--- src/rtl/dut_responder_pkg.sv ---
// Shared definitions for the DUT responder and the testbench scoreboard:
// latency clamp, injection-off constant and the injection counter width.
package dut_responder_pkg;

    localparam int          CTR_W      = 32;
    localparam logic [15:0] INJECT_OFF = 16'd0;

    // Requested latencies of 0 run at 1; anything above the pipeline depth runs at full depth.
    function automatic int clamp_latency(input int req, input int max_lat);
        if (req < 1) begin
            return 1;
        end
        if (req > max_lat) begin
            return max_lat;
        end
        return req;
    endfunction

endpackage

--- src/rtl/dut_responder_if.sv ---
// Conduit between the stimulus driver (master) and the DUT responder (slave).
// There is no valid/ready pair: operands are sampled on every rising clk_dut edge.
interface dut_responder_if
    import dut_responder_pkg::*;
#(
    parameter int WIDTH       = 16,
    parameter int MAX_LATENCY = 8
);
    localparam int LAT_W = $clog2(MAX_LATENCY + 1);

    logic [WIDTH-1:0] i_dut_a;
    logic [WIDTH-1:0] i_dut_b;
    logic [WIDTH-1:0] o_dut_out;
    logic [LAT_W-1:0] i_latency;
    logic [15:0]      i_inject_period;
    logic [WIDTH-1:0] i_inject_mask;
    logic [CTR_W-1:0] o_inject_ctr;
    logic             o_settling;
    // Debug view of the latency register and the settle countdown.
    logic [LAT_W-1:0] dbg_lat_q;
    logic [LAT_W-1:0] dbg_settle_cnt;

    modport master (
        output i_dut_a, i_dut_b, i_latency, i_inject_period, i_inject_mask,
        input  o_dut_out, o_inject_ctr, o_settling, dbg_lat_q, dbg_settle_cnt
    );

    modport slave (
        input  i_dut_a, i_dut_b, i_latency, i_inject_period, i_inject_mask,
        output o_dut_out, o_inject_ctr, o_settling, dbg_lat_q, dbg_settle_cnt
    );

endinterface

--- src/rtl/dut_responder_delay_line.sv ---
// Shift register with a selectable tap: q carries d delayed by exactly 'tap' clocks (1..DEPTH).
// DEPTH-1 shift stages plus the registered output give DEPTH registered stages in total.
module dut_delay_line #(
    parameter int WIDTH = 16,
    parameter int DEPTH = 8,
    parameter int SEL_W = $clog2(DEPTH + 1)
) (
    input  logic             clk_dut,
    input  logic             reset,
    input  logic [WIDTH-1:0] d,
    input  logic [SEL_W-1:0] tap,
    input  logic             zero,
    output logic [WIDTH-1:0] q
);

    logic [WIDTH-1:0] stage [DEPTH-1];
    logic [WIDTH-1:0] tap_val;

    // Tap 1 bypasses the shift stages; tap k reads the stage holding d from k-1 clocks ago.
    always_comb begin
        tap_val = d;
        for (int k = 2; k <= DEPTH; k++) begin
            if (int'(tap) == k) begin
                tap_val = stage[k-2];
            end
        end
    end

    always_ff @(posedge clk_dut) begin
        if (reset) begin
            for (int k = 0; k < DEPTH - 1; k++) begin
                stage[k] <= '0;
            end
            q <= '0;
        end else begin
            stage[0] <= d;
            for (int k = 1; k < DEPTH - 1; k++) begin
                stage[k] <= stage[k-1];
            end
            q <= zero ? '0 : tap_val;
        end
    end

endmodule

--- src/rtl/dut_responder.sv ---
// Stand-in DUT: returns (a + b) mod 2^WIDTH after a runtime-selectable latency,
// with periodic XOR-mask corruption and a flush window after every latency change.
module dut_responder
    import dut_responder_pkg::*;
#(
    parameter int WIDTH           = 16,
    parameter int MAX_LATENCY     = 8,
    parameter int DEFAULT_LATENCY = 2
) (
    input  logic           clk_dut,
    input  logic           reset,
    dut_responder_if.slave bus
);

    localparam int LAT_W = $clog2(MAX_LATENCY + 1);

    logic [LAT_W-1:0] lat_q;
    logic [LAT_W-1:0] lat_req;
    logic             lat_change;
    logic [LAT_W-1:0] settle_cnt;
    logic [LAT_W-1:0] settle_next;
    logic             settle_after;
    logic [15:0]      samp_cnt;
    logic             inject_hit;
    logic             inject_fire;
    logic [CTR_W-1:0] inject_ctr;
    logic [WIDTH-1:0] sum;
    logic [WIDTH-1:0] stage_in;

    always_comb begin
        sum        = bus.i_dut_a + bus.i_dut_b;
        lat_req    = LAT_W'(clamp_latency(int'(bus.i_latency), MAX_LATENCY));
        lat_change = (lat_req != lat_q);

        settle_next = '0;
        if (lat_change) begin
            settle_next = LAT_W'(MAX_LATENCY);
        end else if (settle_cnt != '0) begin
            settle_next = settle_cnt - 1'b1;
        end
        settle_after = (settle_next != '0);

        // A sample taken on an edge that leaves o_settling high is never corrupted nor counted.
        inject_hit  = (bus.i_inject_period != INJECT_OFF) &&
                      (samp_cnt == bus.i_inject_period - 16'd1);
        inject_fire = inject_hit && !settle_after;
        stage_in    = inject_fire ? (sum ^ bus.i_inject_mask) : sum;
    end

    always_ff @(posedge clk_dut) begin
        if (reset) begin
            lat_q      <= LAT_W'(DEFAULT_LATENCY);
            settle_cnt <= '0;
            samp_cnt   <= '0;
            inject_ctr <= '0;
        end else begin
            lat_q      <= lat_req;
            settle_cnt <= settle_next;

            // A period lowered below the current count restarts the count without injecting.
            if (bus.i_inject_period == INJECT_OFF) begin
                samp_cnt <= '0;
            end else if (samp_cnt >= bus.i_inject_period) begin
                samp_cnt <= '0;
            end else if (inject_hit) begin
                samp_cnt <= '0;
            end else begin
                samp_cnt <= samp_cnt + 16'd1;
            end

            if (inject_fire && (inject_ctr != '1)) begin
                inject_ctr <= inject_ctr + 1'b1;
            end
        end
    end

    dut_delay_line #(
        .WIDTH (WIDTH),
        .DEPTH (MAX_LATENCY),
        .SEL_W (LAT_W)
    ) u_delay (
        .clk_dut (clk_dut),
        .reset   (reset),
        .d       (stage_in),
        .tap     (lat_q),
        .zero    (settle_after),
        .q       (bus.o_dut_out)
    );

    assign bus.o_inject_ctr   = inject_ctr;
    assign bus.o_settling     = (settle_cnt != '0);
    assign bus.dbg_lat_q      = lat_q;
    assign bus.dbg_settle_cnt = settle_cnt;

endmodule

--- src/flat_wrapper.sv ---
// flat-port wrapper written by rule: the top's interface ports become plain ports
module dut_responder_flat import dut_responder_pkg::*;
#(
    parameter int WIDTH           = 16,
    parameter int MAX_LATENCY     = 8,
    parameter int DEFAULT_LATENCY = 2
)
  (clk_dut, reset, bus_i_dut_a, bus_i_dut_b, bus_i_latency, bus_i_inject_period, bus_i_inject_mask, bus_o_dut_out, bus_o_inject_ctr, bus_o_settling, bus_dbg_lat_q, bus_dbg_settle_cnt);
  dut_responder_if #(.WIDTH(WIDTH), .MAX_LATENCY(MAX_LATENCY)) bus_i ();
  input  logic clk_dut;
  input  logic reset;
  input wire logic [$bits(bus_i.i_dut_a)-1:0] bus_i_dut_a;
  input wire logic [$bits(bus_i.i_dut_b)-1:0] bus_i_dut_b;
  input wire logic [$bits(bus_i.i_latency)-1:0] bus_i_latency;
  input wire logic [$bits(bus_i.i_inject_period)-1:0] bus_i_inject_period;
  input wire logic [$bits(bus_i.i_inject_mask)-1:0] bus_i_inject_mask;
  output wire logic [$bits(bus_i.o_dut_out)-1:0] bus_o_dut_out;
  output wire logic [$bits(bus_i.o_inject_ctr)-1:0] bus_o_inject_ctr;
  output wire logic [$bits(bus_i.o_settling)-1:0] bus_o_settling;
  output wire logic [$bits(bus_i.dbg_lat_q)-1:0] bus_dbg_lat_q;
  output wire logic [$bits(bus_i.dbg_settle_cnt)-1:0] bus_dbg_settle_cnt;
  assign bus_i.i_dut_a = bus_i_dut_a;
  assign bus_i.i_dut_b = bus_i_dut_b;
  assign bus_i.i_latency = bus_i_latency;
  assign bus_i.i_inject_period = bus_i_inject_period;
  assign bus_i.i_inject_mask = bus_i_inject_mask;
  assign bus_o_dut_out = bus_i.o_dut_out;
  assign bus_o_inject_ctr = bus_i.o_inject_ctr;
  assign bus_o_settling = bus_i.o_settling;
  assign bus_dbg_lat_q = bus_i.dbg_lat_q;
  assign bus_dbg_settle_cnt = bus_i.dbg_settle_cnt;
  dut_responder #(.WIDTH(WIDTH), .MAX_LATENCY(MAX_LATENCY), .DEFAULT_LATENCY(DEFAULT_LATENCY)) u_core (.clk_dut(clk_dut), .reset(reset), .bus(bus_i));
endmodule
--- config.mk ---
export PLATFORM = sky130hd
export DESIGN_NAME = dut_responder_flat
export DESIGN_NICKNAME = d
export VERILOG_FILES = /design/src/rtl/dut_responder_pkg.sv /design/src/rtl/dut_responder_if.sv /design/src/rtl/dut_responder_delay_line.sv /design/src/rtl/dut_responder.sv /design/src/flat_wrapper.sv
export SDC_FILE = /design/constraint.sdc
export NUM_CORES = 1
export LEC_CHECK = 0
export ABC_AREA = 0
export CELL_PAD_IN_SITES_DETAIL_PLACEMENT = 0
export CELL_PAD_IN_SITES_GLOBAL_PLACEMENT = 2
export CORE_MARGIN = 3
export CORE_UTILIZATION = 40
export CTS_CLUSTER_SIZE = 28
export DETAILED_ROUTE_END_ITERATION = 6
export DONT_BUFFER_PORTS = 1
export PLACE_DENSITY = 0.84
export SKIP_LAST_GASP = 1
export SLEW_MARGIN = 0
export SYNTH_ARGS = -nofsm -noshare
export SYNTH_HDL_FRONTEND = slang
export SYNTH_SLANG_ARGS = --single-unit
export TNS_END_PERCENT = 100
--- constraint.sdc ---
create_clock -name clk_dut -period 4.4 [get_ports clk_dut]
set_input_delay 0.44 -clock clk_dut [delete_from_list [all_inputs] [get_ports clk_dut]]
set_output_delay 0.44 -clock clk_dut [all_outputs]
set_load 0.005 [all_outputs]
==> results.yml <==
status:
  status: "complete, but fails checks"
  violations: "DRC"
clocking:
  numCtsBuffers: 17
  htreeDepth: 4
  cts_root_buf: "clkbuf_16"
  clkSlewWorstSetupHoldPaths_ns: 0.08
  cts_hold_buf: 0
  ctsResizeCount: 0
  cts_tree: "yes"
  clock_latency_ns: 0.44
  clock-sinks: 184
  cts_setup_buffers: 0
  ctsLongestPathBuffers: 2
yosys:
  ys_async_sr_fraction_pct: 0
  yosys_register_bits: 184
  yosysSeqAreaShare_pct: 41.2
  synth_edf_count: 0
  avgSynthCellArea_um2: 8.64
  synth_nets: 1140
  ys.flop_type: "dfxtp_1"
  syn_area_mm2: 0.00894
  syn_inst: 1034
  ys_types: 66
  ys_warn_count: 0
finish:
  antenna_cells: 0
  final_common_cell: "dfxtp_1"
  layout.cells.most_common_list: "dfxtp_1, nor2_1, nor2b_1"
  nFillCells: 2224
  nets: 1127
  syn2layout_area_growth_pct: 9.70
  finalInstanceArea_mm2: 0.00980
  post_route_cells_drive_above_1_share_pct: 6.67
worst_setup_path:
  rr_endpoint: "u_core.u_delay.q[3]$_SDFF_PP0_"
  critPathLaunchType: "register"
  crit_path_max_incr_delay_ns: 0.51
  slowest_stage: "a2111oi_0"
  crit_path_max_fanout: 17
  cp.arrival_ns: 3.49
  worstReg2RegStart: "u_core.samp_cnt[0]$_SDFF_PP0_"
  r2r_slack_ns: 1.27
  cp_cell_sequence: "inv_1 -> ha_1 -> a211oi_1 -> o2111ai_1 -> nor4_4 -> and4_1 -> buf_4 -> nand2_1 -> xnor2_1 -> a2111oi_0 -> a21oi_1 -> nor2_1"
  critPathRequiredTime_ns: 4.76
  r2r_cells: 12
  cp-end-kind: "register"
  critPathKind: "register to register"
pwr:
  seqPwrFrac_pct: 46.6
  p_total_w: 0.00375
  p_switching_w: 0.000997
  p_comb_share_pct: 10.8
  total_leakage_power_nw: 3.79
  switching_share_pct: 26.6
  p_int_w: 0.00276
  pwr-share-clk_pct: 42.6
  vdd_ir_drop_max_mv: 0.242
  power.density_mw_per_mm2: 383
sta:
  finalClockSkew_ns: 0.0165
  maxSlewHeadroom_pct: 47.7
  post-route-period-util_pct: 71.1
  setup_violations: 0
  slew_viol_final: 0
  hold_viol_final: 0
  fin_tns_setup_ns: 0
  fin_crit_ns: 3.13
  worst_pin_slew_ns: 0.779
  rsz0062_at_grt: "no"
  clock.fmax_mhz: 320
worst_hold_path:
  holdPathStages: 1
  min_path_type: "input port to register"
  whs_endpoint: "u_core.bus.dbg_lat_q[2]$_SDFF_PP0_"
  worstHoldStart: "bus_i_latency[3]"
place:
  routabilityCongestion: 0.790
  io_buffers: 0
  dpl_cell_area_mm2: 0.00919
  place_hpwl_um: 16500
routing:
  drtAntennaViolNets: 0
  viasPerCell: 5.28
  drc: 6
  drt-total-wl_um: 23400
  num_vias: 6944
  drt_iter0_drc: 404
  first_pass_iters: 7
  wire_per_inst_um: 17.8
global_routing:
  track_usage_pct: 19.6
  grt_max_degree: 152
  grt_pass1_wl_um: 37700
  antenna_found_initial: 0
  grt_pass1_vias: 6635
  grt-ovfl-total: 0
floorplan:
  dieArea_mm2: 0.0242
  die_x_um: 155
  rows: 54
  start_util_pct: 40.8
  pin_count: 127
  chipHeight_um: 155
  fp.coreArea_mm2: 0.0219
run:
  cap_violations: 0
[layout make-up]
class	instances	area [um2]	area share, %
multi-input combinational	768	4910	50.1
sequential	184	3680	37.6
clock buffer	18	429	4.38
tap	280	350	3.57
clock inverter	14	184	1.88
inverter	35	131	1.34
timing repair buffer	15	113	1.15
[stage by stage]
step / setup slack (ns) / std cells / hold slack [ns] / util, %
global route: 0.916 / 1314 / 0.0502 / 44.8
floorplan: 1.49 / 1034 / 0.405 / -
finish: 1.27 / 1314 / 0.0644 / 44.8
global placement: 0.793 / 1282 / 0.416 / 42.0
detailed placement: 0.792 / 1282 / 0.416 / 42.0
CTS: 1.25 / 1314 / 0.0408 / 44.8
[power by group through the flow]
stage | Clock (W) | Sequential (W) | Combinational (W)
global placement | 0 | 0.00179 | 0.000407
detailed placement | 0 | 0.00179 | 0.000406
floorplan | 0 | 0.00178 | 0.000327
finish | 0.00160 | 0.00175 | 0.000406
global route | 0.00171 | 0.00176 | 0.000453
CTS | 0.00164 | 0.00175 | 0.000410
[cell families (layout without fill, tap and decap cells)]
family / Yosys count / count (layout) / share of synthesized area [%]
adders and majority gates: 36 / 36 / 5.12
xor gates and xnor gates: 97 / 97 / 9.51
DFF: 184 / 184 / 41.2
and+or+nand+nor: 431 / 431 / 25.1
AOI/OAI and AO/OA: 188 / 188 / 13.2
buffers and inverters: 82 / 82 / 3.82
muxes: 16 / 16 / 2.00
[registers in the layout, indices dropped and copies added, names as in the netlist]
name	cells
u_core.bus.dbg_lat_q	4
u_core.bus.dbg_settle_cnt	4
u_core.bus.o_inject_ctr	32
u_core.samp_cnt	16
u_core.u_delay.q	16
u_core.u_delay.stage	112
[how the worst max path moves through the flow]
stage | to | from | slack [ns] | depth (start not counted)
after floorplan | u_core.u_delay.q[3]$_SDFF_PP0_ | bus_i_inject_period[1] | 1.49 | 14
after global placement | u_core.u_delay.q[14]$_SDFF_PP0_ | bus_i_dut_b[0] | 0.79 | 13
after detailed placement | u_core.u_delay.q[14]$_SDFF_PP0_ | bus_i_dut_b[0] | 0.79 | 13
after CTS | u_core.u_delay.q[14]$_SDFF_PP0_ | bus_i_dut_b[0] | 1.25 | 13
after global routing | u_core.u_delay.q[14]$_SDFF_PP0_ | bus_i_dut_b[0] | 0.92 | 13
final | u_core.u_delay.q[3]$_SDFF_PP0_ | u_core.samp_cnt[0]$_SDFF_PP0_ | 1.27 | 12
[cell usage after synthesis, types with 2 or more instances]
| master | instances | area (um2) |
|---|---|---|
| a2111oi_0 | 3 | 26.3 |
| a211oi_1 | 10 | 75.1 |
| a21o_1 | 11 | 82.6 |
| a21oi_1 | 58 | 290 |
| a221oi_1 | 2 | 17.5 |
| a22oi_1 | 7 | 52.6 |
| a31oi_1 | 6 | 37.5 |
| a41oi_1 | 2 | 17.5 |
| and2_1 | 4 | 25.0 |
| and3_1 | 14 | 87.6 |
| and4_1 | 2 | 17.5 |
| buf_1 | 5 | 18.8 |
| buf_2 | 2 | 10.0 |
| buf_6 | 2 | 22.5 |
| clkbuf_1 | 37 | 139 |
| dfxtp_1 | 184 | 3680 |
| ha_1 | 35 | 438 |
| inv_1 | 35 | 131 |
| mux2_2 | 5 | 56.3 |
| mux2i_1 | 10 | 100 |
| nand2_1 | 65 | 244 |
| nand2b_1 | 5 | 31.3 |
| nand3_1 | 43 | 215 |
| nand4_1 | 18 | 113 |
| nor2_1 | 123 | 462 |
| nor2b_1 | 104 | 651 |
| nor3_1 | 20 | 100 |
| nor3_2 | 2 | 20.0 |
| nor3b_1 | 3 | 22.5 |
| nor4_1 | 7 | 43.8 |
| nor4_2 | 2 | 25.0 |
| o2111ai_1 | 2 | 17.5 |
| o211ai_1 | 3 | 22.5 |
| o21a_1 | 2 | 15.0 |
| o21ai_0 | 46 | 230 |
| o21ba_2 | 3 | 30.0 |
| o21bai_1 | 2 | 15.0 |
| o221ai_1 | 6 | 52.6 |
| o22ai_1 | 8 | 50.1 |
| o31a_1 | 3 | 26.3 |
| o31ai_1 | 3 | 22.5 |
| or3_1 | 11 | 68.8 |
| xnor2_1 | 52 | 455 |
| xor2_1 | 45 | 394 |
[critical path: cells and delay by family, from the launching register on]
| family | cells | cell delay, ns |
|---|---|---|
| AO/OA/AOI/OAI | 4 | 1.12 |
| XOR/XNOR | 1 | 0.15 |
| adder cells (fa/ha/maj) | 1 | 0.29 |
| buffers and inverters | 2 | 0.32 |
| flip-flops | 1 | 0.38 |
| AND/OR/NAND/NOR | 4 | 0.81 |
[routing by layer]
metal | global-route usage, % | vias to the layer above | share of wire, % | wire length, um
met4 | 4.17 | 0 | 0.90 | 211
met3 | 5.79 | 16 | 5.4 | 1270
li1 | - | 3547 | - | -
met1 | 27.0 | 3259 | 47 | 11100
met5 | 0 | - | 0 | 0
met2 | 30.7 | 122 | 46 | 10800
No activity file was read; power rests on OpenSTA's default activity.
